--- config.mk ---
export PLATFORM = sky130hd
export DESIGN_NAME = rom2ram_dma2d
export DESIGN_NICKNAME = d
export VERILOG_FILES = /design/src/rtl/rom2ram_pkg.sv /design/src/rtl/addr_gen_2d.sv /design/src/rtl/rom2ram_dma2d.sv
export SDC_FILE = /design/constraint.sdc
export NUM_CORES = 1
export LEC_CHECK = 0
export ABC_AREA = 1
export BUFFER_PORTS_ARGS = -buffer_cell sky130_fd_sc_hd__buf_2
export CAP_MARGIN = 20
export CORE_MARGIN = 2
export CORE_UTILIZATION = 40
export CTS_CLUSTER_SIZE = 14
export DETAILED_ROUTE_END_ITERATION = 8
export PLACE_DENSITY = 0.65
export SLEW_MARGIN = 10
export SYNTH_ARGS = -nofsm -noshare
export SYNTH_HDL_FRONTEND = slang
export SYNTH_SLANG_ARGS = --single-unit
--- constraint.sdc ---
create_clock -name clk -period 3.1 [get_ports clk]
set_input_delay 0.31 -clock clk [delete_from_list [all_inputs] [get_ports clk]]
set_output_delay 0.31 -clock clk [all_outputs]
set_load 0.02 [all_outputs]
--- src/rtl/rom2ram_pkg.sv ---
// rtl/rom2ram_pkg.sv - shared state, latched-config type and config check for rom2ram_dma2d
package rom2ram_pkg;

  // Config fields are stored at these widths; instances use the low bits they need.
  localparam int CFG_AW    = 16;
  localparam int CFG_DIM_W = 8;

  typedef enum logic [2:0] {
    IDLE,
    RUN,
    DRAIN,
    FIN,
    ERR
  } dma_state_e;

  typedef struct packed {
    logic [CFG_AW-1:0]    src_base;
    logic [CFG_AW-1:0]    src_stride;
    logic [CFG_AW-1:0]    dst_base;
    logic [CFG_AW-1:0]    dst_stride;
    logic [CFG_DIM_W-1:0] rows;
    logic [CFG_DIM_W-1:0] cols;
    logic                 transpose;
  } dma_cfg_t;

  function automatic logic cfg_valid(input logic [CFG_DIM_W-1:0] rows,
                                     input logic [CFG_DIM_W-1:0] cols,
                                     input logic [CFG_DIM_W-1:0] max_dim);
    return (rows != '0) && (cols != '0) && (rows <= max_dim) && (cols <= max_dim);
  endfunction

endpackage

--- src/rtl/addr_gen_2d.sv ---
// rtl/addr_gen_2d.sv - 2-D address walker: row/col counters with a running row-base accumulator
module addr_gen_2d #(
  parameter int AW    = 8,
  parameter int DIM_W = 5
) (
  input  logic             clk,
  input  logic             rst,
  input  logic             load,
  input  logic             step,
  input  logic [AW-1:0]    base,
  input  logic [AW-1:0]    outer_step,
  input  logic [AW-1:0]    inner_step,
  input  logic [DIM_W-1:0] outer_n,
  input  logic [DIM_W-1:0] inner_n,
  output logic [AW-1:0]    addr,
  output logic             first,
  output logic             last
);

  logic [AW-1:0]    row_base;
  logic [AW-1:0]    next_row_base;
  logic [DIM_W-1:0] outer_idx;
  logic [DIM_W-1:0] inner_idx;
  logic             inner_end;

  assign inner_end     = (inner_idx == inner_n - DIM_W'(1));
  assign next_row_base = row_base + outer_step;
  assign first         = (outer_idx == '0) && (inner_idx == '0);
  assign last          = inner_end && (outer_idx == outer_n - DIM_W'(1));

  always_ff @(posedge clk or posedge rst) begin
    if (rst) begin
      row_base  <= '0;
      addr      <= '0;
      outer_idx <= '0;
      inner_idx <= '0;
    end else if (load) begin
      row_base  <= base;
      addr      <= base;
      outer_idx <= '0;
      inner_idx <= '0;
    end else if (step) begin
      if (inner_end) begin
        row_base  <= next_row_base;
        addr      <= next_row_base;
        outer_idx <= outer_idx + DIM_W'(1);
        inner_idx <= '0;
      end else begin
        addr      <= addr + inner_step;
        inner_idx <= inner_idx + DIM_W'(1);
      end
    end
  end

endmodule

--- src/rtl/rom2ram_dma2d.sv ---
// rtl/rom2ram_dma2d.sv - 2-D tile copy from synchronous ROM to RAM; ROM2RAM_DMA2D_TRANSPOSE_EN adds column-major writes
module rom2ram_dma2d
  import rom2ram_pkg::*;
#(
  parameter int DATA_WIDTH = 8,
  parameter int ROM_DEPTH  = 256,
  parameter int RAM_DEPTH  = 256,
  parameter int MAX_DIM    = 16,
  localparam int ROM_AW    = $clog2(ROM_DEPTH),
  localparam int RAM_AW    = $clog2(RAM_DEPTH),
  localparam int DIM_W     = $clog2(MAX_DIM + 1)
) (
  input  logic                  clk,
  input  logic                  reset,
  input  logic                  start,
  input  logic                  abort,
  input  logic [ROM_AW-1:0]     src_base,
  input  logic [ROM_AW-1:0]     src_stride,
  input  logic [RAM_AW-1:0]     dst_base,
  input  logic [RAM_AW-1:0]     dst_stride,
  input  logic [DIM_W-1:0]      rows,
  input  logic [DIM_W-1:0]      cols,
  input  logic                  transpose,
  output logic                  rom_en,
  output logic [ROM_AW-1:0]     rom_addr,
  input  logic [DATA_WIDTH-1:0] rom_rdata,
  output logic                  ram_we,
  output logic [RAM_AW-1:0]     ram_addr,
  output logic [DATA_WIDTH-1:0] ram_wdata,
  output logic                  busy,
  output logic                  done,
  output logic                  err,
  output logic [2*DIM_W-1:0]    count
);

  localparam int CW = 2 * DIM_W;

  dma_state_e state, next_state;
  dma_cfg_t   cfg, cfg_in;

  logic              accept, cfg_ok, abort_hit, running;
  logic              src_first, src_last, dst_first, dst_last;
  logic [RAM_AW-1:0] dst_addr, dst_outer, dst_inner;
  logic              rom_en_d, ram_we_d, busy_d, done_d, err_d;
  logic [RAM_AW-1:0] ram_addr_d;
  logic [CW-1:0]     count_d;
  logic              unused_bits;

  always_comb begin
    cfg_in            = '0;
    cfg_in.src_base   = CFG_AW'(src_base);
    cfg_in.src_stride = CFG_AW'(src_stride);
    cfg_in.dst_base   = CFG_AW'(dst_base);
    cfg_in.dst_stride = CFG_AW'(dst_stride);
    cfg_in.rows       = CFG_DIM_W'(rows);
    cfg_in.cols       = CFG_DIM_W'(cols);
`ifdef ROM2RAM_DMA2D_TRANSPOSE_EN
    cfg_in.transpose  = transpose;
`else
    cfg_in.transpose  = 1'b0;
`endif
  end

  assign cfg_ok    = cfg_valid(cfg_in.rows, cfg_in.cols, CFG_DIM_W'(MAX_DIM));
  assign accept    = (state == IDLE) && start && !abort;
  assign abort_hit = abort && ((state == RUN) || (state == DRAIN));
  assign running   = (state == RUN);

  always_ff @(posedge clk or posedge reset) begin
    if (reset) state <= IDLE;
    else       state <= next_state;
  end

  always_comb begin
    next_state = state;
    unique case (state)
      IDLE:     if (accept) next_state = cfg_ok ? RUN : ERR;
      RUN:      if (abort) next_state = IDLE;
                else if (src_last) next_state = DRAIN;
      DRAIN:    next_state = abort ? IDLE : FIN;
      FIN, ERR: next_state = IDLE;
      default:  next_state = IDLE;
    endcase
  end

  // Outputs are computed one cycle ahead from next_state and registered below.
  always_comb begin
    rom_en_d   = (next_state == RUN);
    ram_we_d   = rom_en && !abort_hit;
    busy_d     = (next_state == RUN) || (next_state == DRAIN);
    done_d     = (next_state == FIN) || (next_state == ERR);
    err_d      = accept ? !cfg_ok : err;
    count_d    = accept ? '0 : count + CW'(ram_we);
    ram_addr_d = rom_en ? dst_addr : ram_addr;
  end

  always_ff @(posedge clk or posedge reset) begin
    if (reset) begin
      cfg      <= '0;
      rom_en   <= 1'b0;
      ram_we   <= 1'b0;
      ram_addr <= '0;
      busy     <= 1'b0;
      done     <= 1'b0;
      err      <= 1'b0;
      count    <= '0;
    end else begin
      if (accept) cfg <= cfg_in;
      rom_en   <= rom_en_d;
      ram_we   <= ram_we_d;
      ram_addr <= ram_addr_d;
      busy     <= busy_d;
      done     <= done_d;
      err      <= err_d;
      count    <= count_d;
    end
  end

  // The ROM output register already holds the element being written this cycle.
  assign ram_wdata = ram_we ? rom_rdata : '0;

  addr_gen_2d #(.AW(ROM_AW), .DIM_W(DIM_W)) u_src (
    .clk        (clk),
    .rst        (reset),
    .load       (accept),
    .step       (running),
    .base       (src_base),
    .outer_step (cfg.src_stride[ROM_AW-1:0]),
    .inner_step (ROM_AW'(1)),
    .outer_n    (cfg.rows[DIM_W-1:0]),
    .inner_n    (cfg.cols[DIM_W-1:0]),
    .addr       (rom_addr),
    .first      (src_first),
    .last       (src_last)
  );

`ifdef ROM2RAM_DMA2D_TRANSPOSE_EN
  // Transposed writes keep the row-major walk but swap which step is the stride.
  assign dst_outer = cfg.transpose ? RAM_AW'(1) : cfg.dst_stride[RAM_AW-1:0];
  assign dst_inner = cfg.transpose ? cfg.dst_stride[RAM_AW-1:0] : RAM_AW'(1);
`else
  logic unused_transpose;
  assign unused_transpose = transpose;
  assign dst_outer        = cfg.dst_stride[RAM_AW-1:0];
  assign dst_inner        = RAM_AW'(1);
`endif

  addr_gen_2d #(.AW(RAM_AW), .DIM_W(DIM_W)) u_dst (
    .clk        (clk),
    .rst        (reset),
    .load       (accept),
    .step       (running),
    .base       (dst_base),
    .outer_step (dst_outer),
    .inner_step (dst_inner),
    .outer_n    (cfg.rows[DIM_W-1:0]),
    .inner_n    (cfg.cols[DIM_W-1:0]),
    .addr       (dst_addr),
    .first      (dst_first),
    .last       (dst_last)
  );

  assign unused_bits = ^{cfg, src_first, dst_first, dst_last};

endmodule

After elaboration in Yosys (flattened, before gate mapping)
Cells that the tools add are included.
- add/sub/neg operators: 10
- magnitude comparators: 2
- equality and inequality tests: 9
- muxes and demuxes: 29
- reductions and logical operators: 22
- operators by type and width (cell ; number):
    2-to-1 mux 8 bit ; 13
    2-to-1 mux 5 bit ; 9
    adder 8 x 1 -> 8 bit, second input constant ; 2
    adder 8 bit ; 2
    nonzero test 8 bit ; 2
    adder 5 x 1 -> 5 bit, second input constant ; 3
    == test 5 bit ; 3
    2-to-1 mux 3 bit ; 4
    adder 10 x 1 -> 10 bit ; 1
    less-or-equal comparator 5 bit, second input constant ; 2
    2-to-1 mux 10 bit ; 1
    subtractor 5 x 1 -> 5 bit, second input constant ; 2
    == test 3 x 2 -> 1 bit, second input constant ; 3
    one-hot mux 3 bit (3 select lines) ; 1
    logical AND 1 bit ; 8
    == test 3 x 1 -> 1 bit, second input constant ; 2
    nonzero test 2 bit ; 3
    AND reduction 2 bit ; 2
    == test 3 bit, second input constant ; 1
    logical NOT 1 bit ; 3
    logical NOT 3 bit ; 1
    logical OR 1 bit ; 3
    2-to-1 mux 2 bit ; 1
- flip-flop bits (word level): 99
- bits of input ports: 55
- output and inout port bits: 39
- logic and storage cells: 91

Longest topological paths before layout
Gate-level depths: netlist of run 1.
- depth in word-level cells: 9
- gate-level depth with buffers: 15

Cells and area by module
Synthesis of run 1 repeated with hierarchy kept, for this count alone.
- cell total of the unflattened synthesis: 976
- area total of the unflattened synthesis: 7113.1 µm²
- modules (own cells, without submodules) (module ; times used ; cells each ; area an instance (µm²)):
    addr_gen_2d at u_dst ; 1 ; 363 ; 2498.6
    addr_gen_2d at u_src ; 1 ; 346 ; 2366.0
    rom2ram_dma2d ; 1 ; 267 ; 2248.4

Worst setup path after synthesis of run 1
Ideal clock, no wire load.
- kind: flip-flop to flip-flop
- start: reg cfg[1] (netlist name)
- end: reg u_dst.addr[4]
- data arrival time: 1.727 ns
- data required time: 2.979 ns
- setup slack: 1.252 ns
- stages on the path, launching flop included: 14
- clock period less this slack: 1.848 ns
- cells stage by stage: dfrtp_1 -> inv_2 -> ha_1 -> nand2_1 -> nand2_1 -> inv_1 -> nand2_1 -> nor2_2 -> nand4_4 -> nand2_4 -> nand2_2 -> buf_6 -> nor2_2 -> nor2_1
- cells in the longest elaborated chain, start to end: 5
- RTL lines (element ; RTL line ; RTL):
    from (decl) ; rom2ram_dma2d.sv:39 ; dma_cfg_t cfg, cfg_in;
    from (signal assigned) ; rom2ram_dma2d.sv:108 ; if (accept) cfg <= cfg_in;
    subtractor 5 x 1 -> 5 bit ; addr_gen_2d.sv:26 ; assign inner_end = (inner_idx == inner_n - DIM_W'(1));
    == test 5 bit ; addr_gen_2d.sv:26 ;
    2-to-1 mux 8 bit ; addr_gen_2d.sv:43 ; if (inner_end) begin
    2-to-1 mux 8 bit ; addr_gen_2d.sv:42 ; end else if (step) begin
    2-to-1 mux 8 bit ; addr_gen_2d.sv:37 ; end else if (load) begin
    to (signal assigned) ; addr_gen_2d.sv:39 ; addr <= base;
    to (signal assigned) ; addr_gen_2d.sv:45 ; addr <= next_row_base;
    to (signal assigned) ; addr_gen_2d.sv:49 ; addr <= addr + inner_step;
    to (decl) ; addr_gen_2d.sv:15 ; output logic [AW-1:0] addr,
No other way between the ends. The select of a mux whose other input is x is not followed.
A chain may end at the register's enable or synchronous reset.

Worst setup path after layout of run 1
- start: reg cfg[1] (netlist name)
- end: reg u_src.row_base[2]
- cells in the longest elaborated chain, start to end: 4
- RTL lines (element ; RTL line ; RTL):
    subtractor 5 x 1 -> 5 bit ; addr_gen_2d.sv:26 ;
    == test 5 bit ; addr_gen_2d.sv:26 ;
    nonzero test 2 bit (no line) ; -- ;
    AND reduction 2 bit (no line) ; -- ;
    to (signal assigned) ; addr_gen_2d.sv:38 ; row_base <= base;
    to (signal assigned) ; addr_gen_2d.sv:44 ; row_base <= next_row_base;
    to (decl) ; addr_gen_2d.sv:20 ; logic [AW-1:0] row_base;
No other way between the ends.

==> impl_metrics.toml, run 1 <==
[run_status]
status = "finished, final reports clean"

[cells_and_area]
final_common_cell = "nand2_1"
layout-drive-gt1-share = 0.155
layout_common_cells = "254 x nand2_1, 99 x dfrtp_1, 92 x buf_2"
antenna_cells = 0
fin_nets = 953
syn_to_final_growth_pct = 15.9
n_fill_cell = 1482

[detailed_routing]
wire_per_inst_um = 13.0
ant_nets = 0
routed_via_density = 4.81
first_pass_iters = 5
wl_um = 13800
post-route-drc-count = 0
first_iter_violations = 279
num_vias = 5099

[global_route]
overflow = 0
grt_usage = 0.187
grt_max_degree = 47
antenna_found_initial = 0
grt_pass1_wl_um = 24100
grt_pass1_vias = 5058

[pwr]
comb_power_share = 0.407
power.switching_mw = 2.14
internal_power_mw = 3.18
p_sw_frac = 0.402
clockPowerShare = 0.224
ir_drop_v = 0.000309
total_power_mw = 5.33
cellPowerDensity_nw_per_um2 = 784
seq_power_share = 0.369
p_leak_nw = 3.71

[clock_tree]
postCtsSetupBuffers = 0
hold_buffers = 0
cts_tree = "yes"
clockBufferDepth = 2
clk_latency_ps = 350
cts.sinks = 99
numCtsBuffers = 9
cts_root_buffer = "clkbuf_16"
cts_resized = 0
cts_max_level = 3
clkSlewWorstSetupHoldPaths_ps = 70

[job]
drv.max_cap_violation_count = 0

[setup_path]
crit_family = "simple AND/OR/NAND/NOR gates"
cp_data_required_time_ps = 3340
worstSetupStartpointType = "register"
worst_path_largest_cell_delay_ps = 410
arrival_ps = 2600
endpoint_kind = "register"
cp.depth = 12
rr_worst_depth = 12
crit_chain = "inv_2, ha_1, inv_1, nand2_1, nand3_1, nand2_1, nor2_2, nand3_2, nor2_4, o21ai_1, nor2_1, nor2_1"
slowest_stage = "dfrtp_1"
crit_buf_inv = 2
worst-path-max-fanout = 12
path_class = "reg2reg"

[logic_synthesis]
syn_area_um2 = 5870
synth-seq-cells = 99
netlist_instances = 784
synth_flop_cell = "dfrtp_1"
synth_area_per_cell_um2 = 7.48
synth_edf_count = 0
ys_warn_count = 0
synth_cell_types = 38
seq_area_frac_synth = 0.422
async_flop_share = 1.00
syn_nets = 864

[placed_design]
globalplace.congestion = 0.834
dp_hpwl_um = 10100
io_buffers = 92

[sta]
rsz0062_at_grt = "no"
clock_skew_ps = 10.4
setup_viol = 0
tightest_slew_ps = 796
finalHoldViolCount = 0
drv_slew = 0
relSlewSlack = 0.466
setup_tns_ps = 0
clock.fmax_ghz = 0.422
fin_crit_sh = 0.764
finalWorstPathRequiredPeriod_ps = 2370

[floorplanning]
core_area_um2 = 14400
die_x_um = 125
io_pins = 94
die_area_um2 = 15600
num_rows = 44
fp.dieH_um = 125
start_util = 0.407

[hold_path]
min_path_type = "in2async"
## state kept, by name (all words and copies together) (netlist names), 3 cells and up
name             cells
u_dst.row_base       8
u_src.row_base       8
u_dst.addr           8
u_src.inner_idx      5
count               10
u_src.addr           8
cfg                 26
u_dst.inner_idx      5
u_src.outer_idx      5
state                3
ram_addr             8
## path summary, 6_finish.rpt
kind                          startpoint                  to  slack, ps
min                                reset   u_dst.row_base[3]         40
max reg2reg                       cfg[1]   u_src.row_base[2]        730
min reg2reg                  ram_addr[0]         ram_addr[0]        470
min in group clk           src_stride[7]             cfg[56]        150
max                               cfg[1]   u_src.row_base[2]        730
max in group asynchronous          reset  u_src.inner_idx[3]       2250
## per-stage QoR
stage               instances  setup WS [ps]  area (um2)   util  hold slack (ps)
floorplan                 784            200        5870      -              401
global placement         1046            732        6490  0.450              434
detailed placement       1046            745        6490  0.450              446
CTS                      1060            735        6800  0.471             71.3
global route             1060            425        6800  0.471             91.5
finish                   1060            733        6800  0.471             38.8
## power groups by stage
stage                     Combinational (mW)  Sequential (mW)  Clock [mW]
after detailed placement                2.16             1.98           0
after CTS                               2.18             1.96        1.22
final                                   2.17             1.96        1.20
after global placement                  2.13             1.97           0
after global routing                    2.52             2.02        1.27
after floorplan                         1.55             2.04           0
## logic make-up (layout without fill, tap and decap cells)
| family | Yosys count | count (layout) | synth area share |
|---|---|---|---|
| simple gates | 423 | 423 | 0.313 |
| buf+inv | 117 | 209 | 0.0819 |
| fa+ha+maj | 25 | 25 | 0.0559 |
| flops | 99 | 99 | 0.422 |
| xor+xnor | 29 | 29 | 0.0433 |
| compound gates | 91 | 91 | 0.0836 |
## area by class of cell
cell class                 instances  area (um2)  share of cell area
timing repair buffer             100         520              0.0765
clock buffer                      10         229              0.0337
clock inverter                     4        76.3              0.0112
multi-input combinational        568        2910               0.428
tap                              184         230              0.0339
inverter                          95         359              0.0528
sequential                        99        2480               0.364
## cells in the mapped netlist (all sizes together) (2+ instances only)
master / instances / area [um2]
nand2: 256 / 971
dfrtp: 99 / 2480
inv: 95 / 357
nand3: 72 / 370
nor2: 66 / 293
o21ai: 49 / 245
a21oi: 24 / 120
ha: 23 / 288
xor2: 22 / 193
buf: 16 / 101
nand4: 13 / 103
nor3: 9 / 50.1
o22ai: 7 / 43.8
xnor2: 7 / 61.3
clkbuf: 6 / 22.5
a21boi: 4 / 30.0
a21o: 2 / 15.0
fa: 2 / 40.0
nand3b: 2 / 15.0
nor3b: 2 / 15.0
o21a: 2 / 15.0
or2: 2 / 12.5
## metal layers
metal / vias to the layer above / wire [um] / track usage
met2: 78 / 6470 / 0.310
met5: - / 0 / 0
met4: 0 / 158 / 0.0516
met1: 2332 / 6680 / 0.257
li1: 2676 / - / -
met3: 13 / 503 / 0.0278
Note: power is estimated with default switching activity, not from simulation.
==> inputs of run 2 (changes only) <==
--- a/config.mk
+++ b/config.mk
@@ -5,7 +5,7 @@
 export SDC_FILE = /design/constraint.sdc
 export NUM_CORES = 1
 export LEC_CHECK = 0
-export ABC_AREA = 1
+export ABC_AREA = 0
 export BUFFER_PORTS_ARGS = -buffer_cell sky130_fd_sc_hd__buf_2
 export CAP_MARGIN = 20
 export CORE_MARGIN = 2
==> constraint.sdc (replaced) <==
create_clock -name clk -period 2 [get_ports clk]
set_input_delay 0.2 -clock clk [delete_from_list [all_inputs] [get_ports clk]]
set_output_delay 0.2 -clock clk [all_outputs]
set_load 0.02 [all_outputs]
==> run 2 against run 1 <==
The flow now finishes with violations (hold timing, setup timing). Setup slack worse by 830 ps. Non-clock buffer count up 52. Final cell count down 12%. Combinational power up 56%. Power up 50%.
==> impl_metrics.toml, run 2 <==
[run_status]
violations = "hold timing, setup timing"
status = "complete, but fails checks"

[sta]
clock.fmax_ghz = 0.476
drv_slew = 0
clock_skew_ps = 6.32
setup_viol = 21
fin_crit_sh = 1.05
finalWorstPathRequiredPeriod_ps = 2100
hold-worst-slack_ps = -49.8
setup_slack_ps = -98.9
tightest_slew_ps = 584
relSlewSlack = 0.610
finalHoldViolCount = 28
rsz0062_at_grt = "yes"

[hold_path]
min_path_type = "in2async"

[logic_synthesis]
synth-seq-cells = 99
ys_warn_count = 0
netlist_instances = 613
syn_nets = 693
synth_mux_area_frac = 0.0357
synth_compound_area_frac = 0.143
synth_commonest_cells = "99 x dfrtp_1, 91 x nand2_1, 61 x nor2_1, 34 x a21oi_1, 33 x o21ai_0"
syn_area_um2 = 5610
synth_fa_ha_area_frac = 0.0585
synth.area.top_cells = "dfrtp_1 44%, nand2_1 6.1%, ha_1 5.1%, nor2_1 4.1%, xnor2_1 3.9%"
async_flop_share = 1.00
synth.most_common_cell = "dfrtp_1"
synth_top_family_by_area = "simple AND/OR/NAND/NOR gates"
synth_flop_cell = "dfrtp_1"
synth_xor_area_frac = 0.0765
synth_cell_types = 57
synth_largest_area_cell = "dfrtp_1"
seq_area_frac_synth = 0.442
synth_edf_count = 0
synth.top_cell.area_share = 0.442
synth_simple_gate_area_frac = 0.204
synth_area_per_cell_um2 = 9.15

[detailed_routing]
ant_nets = 0
first_iter_violations = 256
wl_um = 14100
first_pass_iters = 4
wire_per_inst_um = 15.1
routed_via_density = 5.25
num_vias = 4880
post-route-drc-count = 0

[setup_path]
cp.depth = 10
crit_family = "compound AO/OA/AOI/OAI gates"
crit_chain = "inv_2, ha_4, xnor2_1, nor2_1, nand2_1, a211oi_4, buf_6, buf_4, nand3_4, o31a_1"
crit_buf_inv = 3
slowest_stage = "dfrtp_1"
worst-path-max-fanout = 3
path_class = "reg2reg"
cp_data_required_time_ps = 2230
arrival_ps = 2330
rr_worst_depth = 10
endpoint_kind = "register"
worst_path_largest_cell_delay_ps = 400
worstSetupStartpointType = "register"

[clock_tree]
numCtsBuffers = 9
clkSlewWorstSetupHoldPaths_ps = 60
cts.sinks = 99
cts_max_level = 3
hold_buffers = 0
clk_latency_ps = 350
cts_root_buffer = "clkbuf_16"
cts_tree = "yes"
clockBufferDepth = 2

[floorplanning]
die_area_um2 = 15000
die_x_um = 122
fp.dieH_um = 122
start_util = 0.407
io_pins = 94
num_rows = 43
core_area_um2 = 13800

[cells_and_area]
reg_top3 = "cfg (26), count (10)"
final_common_cell = "dfrtp_1"
antenna_cells = 0
largest_register_ffs = 26
layout_common_cells = "97 x dfrtp_1, 92 x buf_2, 90 x nand2_1"
top_register = "cfg"
finalNonFillerCells = 930
stdcell_area_um2 = 7210
final_core_util = 0.524
syn_to_final_growth_pct = 28.7
layout-drive-gt1-share = 0.301
fin_nets = 826

[pwr]
cellPowerDensity_nw_per_um2 = 1110
ir_drop_v = 0.000512
internal_power_mw = 5.03
seq_power_share = 0.364
p_sw_frac = 0.371
clockPowerShare = 0.213
power.switching_mw = 2.97
comb_power_share = 0.424
p_leak_nw = 3.39

[placed_design]
placed_area_um2 = 6590
dp_hpwl_um = 10100
globalplace.congestion = 0.874
place_inst = 904
io_buffers = 92
place_ws_ps = -203

[global_route]
grt_usage = 0.194
antenna_found_initial = 0
grt_pass1_vias = 4903
grt_pass1_wl_um = 23200
overflow = 0
grt_max_degree = 100

[job]
drv.max_cap_violation_count = 0
## run 2: cell count changes in the layout (fill, tap and decap cells not counted), moves of 8 or more
cell / before / now
a31oi_1: 1 / 9
buf_4: 8 / 52
nand4_1: 11 / 3
and2_1: 0 / 10
xnor2_1: 7 / 24
mux2i_1: 0 / 11
inv_1: 91 / 16
nand3_1: 70 / 27
nand2_1: 254 / 90
mux2_2: 0 / 8
o21ai_0: 43 / 29
## run 2: layout make-up
class                   instances  area, um2
repair buffers                152        958
inverters                      20       78.8
flip-flops and latches         99       2480
well taps                     180        225
clock inverters                 2       37.5
multi-input cells             464       3190
clock buffers                  13        240
fillers                      1288       6560
## run 2: cell families after synthesis
logic type	after synthesis
mux	19
xor+xnor	49
compound gates	125
flops	99
buf+inv	50
fa+ha+maj	25
simple gates	246
## run 2: per-layer routing
layer | share of wire | global-route usage | vias up
met5 | 0 | 0 | -
met4 | 0.014 | 0.0711 | 0
met3 | 0.046 | 0.0316 | 16
met2 | 0.49 | 0.326 | 121
met1 | 0.45 | 0.253 | 2339
li1 | - | - | 2404
## run 2: what timing repair did
action / in CTS / in global routing
gates resized for setup: 30 / 35
setup endpoints to repair: 46 / 60
pin swaps: 7 / 21
buffers inserted: 5 / 8
## run 2: power groups by stage
stage          Combinational (mW)  Sequential (mW)  Clock, mW
4_1_cts                      3.13             2.89       1.75
6_report                     3.39             2.91       1.70
3_5_place_dp                 2.98             2.91          0
5_1_grt                      3.77             2.98       1.82
3_3_place_gp                 2.88             2.89          0
2_1_floorplan                1.96             2.91          0
## run 2: through the flow
step | power (mW) | TNS, ps
after global routing | 8.56 | -4250
after CTS | 7.76 | -574
final | 8.00 | -677
after floorplan | 4.87 | -643
after global placement | 5.77 | -1870
after detailed placement | 5.89 | -3730
## run 2: worst paths after layout
path	slack (ps)	from	endpoint
setup reg to reg	-100	cfg[1]	rom_en
hold / removal	-50	reset	count[9]
hold reg to reg	490	cfg[52]	cfg[52]
max in group asynchronous	1520	reset	cfg[4]
setup / recovery	-100	cfg[1]	rom_en
min in group clk	40	src_stride[2]	cfg[51]
## run 2: tightest hold or removal path, cell delays in order
cell and delay, ps:
buf_2 110, clkinvlp_4 70, buf_12 360
==> inputs of run 3 (changes only) <==
--- a/config.mk
+++ b/config.mk
@@ -8,11 +8,13 @@
 export ABC_AREA = 0
 export BUFFER_PORTS_ARGS = -buffer_cell sky130_fd_sc_hd__buf_2
 export CAP_MARGIN = 20
+export CELL_PAD_IN_SITES_DETAIL_PLACEMENT = 0
+export CELL_PAD_IN_SITES_GLOBAL_PLACEMENT = 1
 export CORE_MARGIN = 2
-export CORE_UTILIZATION = 40
+export CORE_UTILIZATION = 39
 export CTS_CLUSTER_SIZE = 14
 export DETAILED_ROUTE_END_ITERATION = 8
-export PLACE_DENSITY = 0.65
+export PLACE_DENSITY = 0.8
 export SLEW_MARGIN = 10
 export SYNTH_ARGS = -nofsm -noshare
 export SYNTH_HDL_FRONTEND = slang
==> run 3 against run 2 <==
The run still ends with hold timing, setup timing left. Final area rose by 3.2%. Non-clock buffer count down 1. Combinational power grew 6.5%. Via count increased by 1.4%. Die area grew 2.5%. Clock power rose by 26%. Critical endpoint is now u_dst.row_base[0]. First-iteration DRC count up 12%. Setup slack worse by 57 ps. Largest cell class unchanged. Final cell count increased by 0.11%. Critical path depth shrank 2. Fmax shrank 2.7%.
==> impl_metrics.toml, run 3 (synthesis results as in run 2) <==
[cells_and_area]
register_area_um2 = 2480
layout_common_cells = "97 x dfrtp_1, 92 x buf_2, 88 x nand2_1"
syn_to_final_growth_pct = 32.7
n_fill_cell = 1291
reg_top3 = "cfg (26), count (10)"
finalNonFillerCells = 931
final_common_cell = "dfrtp_1"
layout-drive-gt1-share = 0.328
top_register = "cfg"
multi_input_area_um2 = 3300
largest_register_ffs = 26
stdcell_area_um2 = 7440
fin_nets = 826
antenna_cells = 0

[clock_tree]
clockBufferDepth = 2
numCtsBuffers = 9
cts.sinks = 99
clkSlewWorstSetupHoldPaths_ps = 70
hold_buffers = 0
cts_max_level = 3
clk_latency_ps = 350
cts_tree = "yes"
cts_root_buffer = "clkbuf_16"

[setup_path]
crit_buf_inv = 2
worstSetupStartpointType = "register"
crit_family = "simple AND/OR/NAND/NOR gates"
endpoint_kind = "register"
worst_path_largest_cell_delay_ps = 560
path_class = "reg2reg"
rr_worst_depth = 8
crit_path_frequent_cell = "buf_6"
cp.depth = 8
worst-path-max-fanout = 7
slowest_stage = "or4b_4"
cp_data_required_time_ps = 2240
crit_chain = "buf_6, nor3_4, xnor2_1, nand3_2, buf_6, or4b_4, mux2i_1, a21oi_1"
arrival_ps = 2390

[sta]
rsz0062_at_grt = "yes"
hold-worst-slack_ps = -32.0
finalWorstPathRequiredPeriod_ps = 2160
clock.fmax_ghz = 0.464
fin_crit_sh = 1.08
finalHoldViolCount = 10
drv_slew = 0
relSlewSlack = 0.614
clock_skew_ps = 5.92
setup_viol = 25
setup_slack_ps = -156
setup_tns_ps = -1870
tightest_slew_ps = 579

[pwr]
ir_drop_v = 0.000649
total_power_mw = 8.67
cellPowerDensity_nw_per_um2 = 1170
p_leak_nw = 3.45

[placed_design]
dp_hpwl_um = 10000
io_buffers = 92
place_inst = 901
globalplace.congestion = 0.860
placed_area_um2 = 6590

[floorplanning]
core_area_um2 = 14000
start_util = 0.401
num_rows = 43
die_x_um = 124
die_area_um2 = 15400
io_pins = 94
fp.dieH_um = 124

[global_route]
grt.busiest_layer = "met2"
grt_pass1_wl_um = 23200
overflow = 0
grt_pass1_vias = 4833
grt_usage = 0.195
met1_usage = 0.254
grt_max_degree = 100
grt_util_met3 = 0.0325
antenna_found_initial = 0
grt_util_met2 = 0.328

[detailed_routing]
first_pass_iters = 4
num_vias = 4948
wire_per_inst_um = 15.8
first_iter_violations = 286
routed_via_density = 5.31
ant_nets = 0
post-route-drc-count = 0
wl_um = 14700

[hold_path]
min_path_type = "in2async"

[job]
drv.max_cap_violation_count = 0

[run_status]
status = "complete, but fails checks"
violations = "hold timing, setup timing"
run 3: per-layer routing:
layer  wire, um  vias to the layer above
li1           -                     2395
met1       6500                     2431
met2       7290                      103
met3        630                       19
met4        246                        0
met5          0                        -
run 3: path summary, 6_finish.rpt:
kind	from	to	slack (ps)
worst max-delay path	cfg[2]	u_dst.row_base[0]	-160
worst min-delay path	reset	count[8]	-30
worst max register to register	cfg[2]	u_dst.row_base[0]	-160
worst min register to register	cfg[22]	cfg[22]	500
max in group asynchronous	reset	cfg[3]	1530
min in group clk	src_stride[0]	cfg[49]	30
run 3: through the flow:
step | util | setup WS [ps]
6_report | 0.532 | -156
5_1_grt | 0.532 | -261
4_1_cts | 0.509 | -79.1
3_5_place_dp | 0.471 | -201
3_3_place_gp | 0.471 | -141
2_1_floorplan | - | -90.6
run 3: power by group:
group,switching (mW),internal (mW)
clock network,0.789,1.35
registers,0.495,2.43
logic,1.84,1.77
run 3: area by class of cell:
class,count,area share
Clock inverter,7,0.0188
Inverter,20,0.0106
Sequential cell,99,0.333
Timing Repair Buffer,151,0.134
Multi-Input combinational cell,465,0.443
Clock buffer,9,0.0303
Tap cell,180,0.0303
run 3: worst register-to-register path, stage by stage, from the launching register on:
cell,delay (ps)
dfrtp_1,400
buf_6,130
nor3_4,230
xnor2_1,170
nand3_2,140
buf_6,150
or4b_4,560
mux2i_1,180
a21oi_1,80
run 3: what timing repair did:
action                                  4_1_cts  5_1_grt
pin swaps                                    11       38
buffers inserted                              5       11
resized for setup                            37       51
endpoints found under the setup margin       47       46
gates cloned                                  0        1
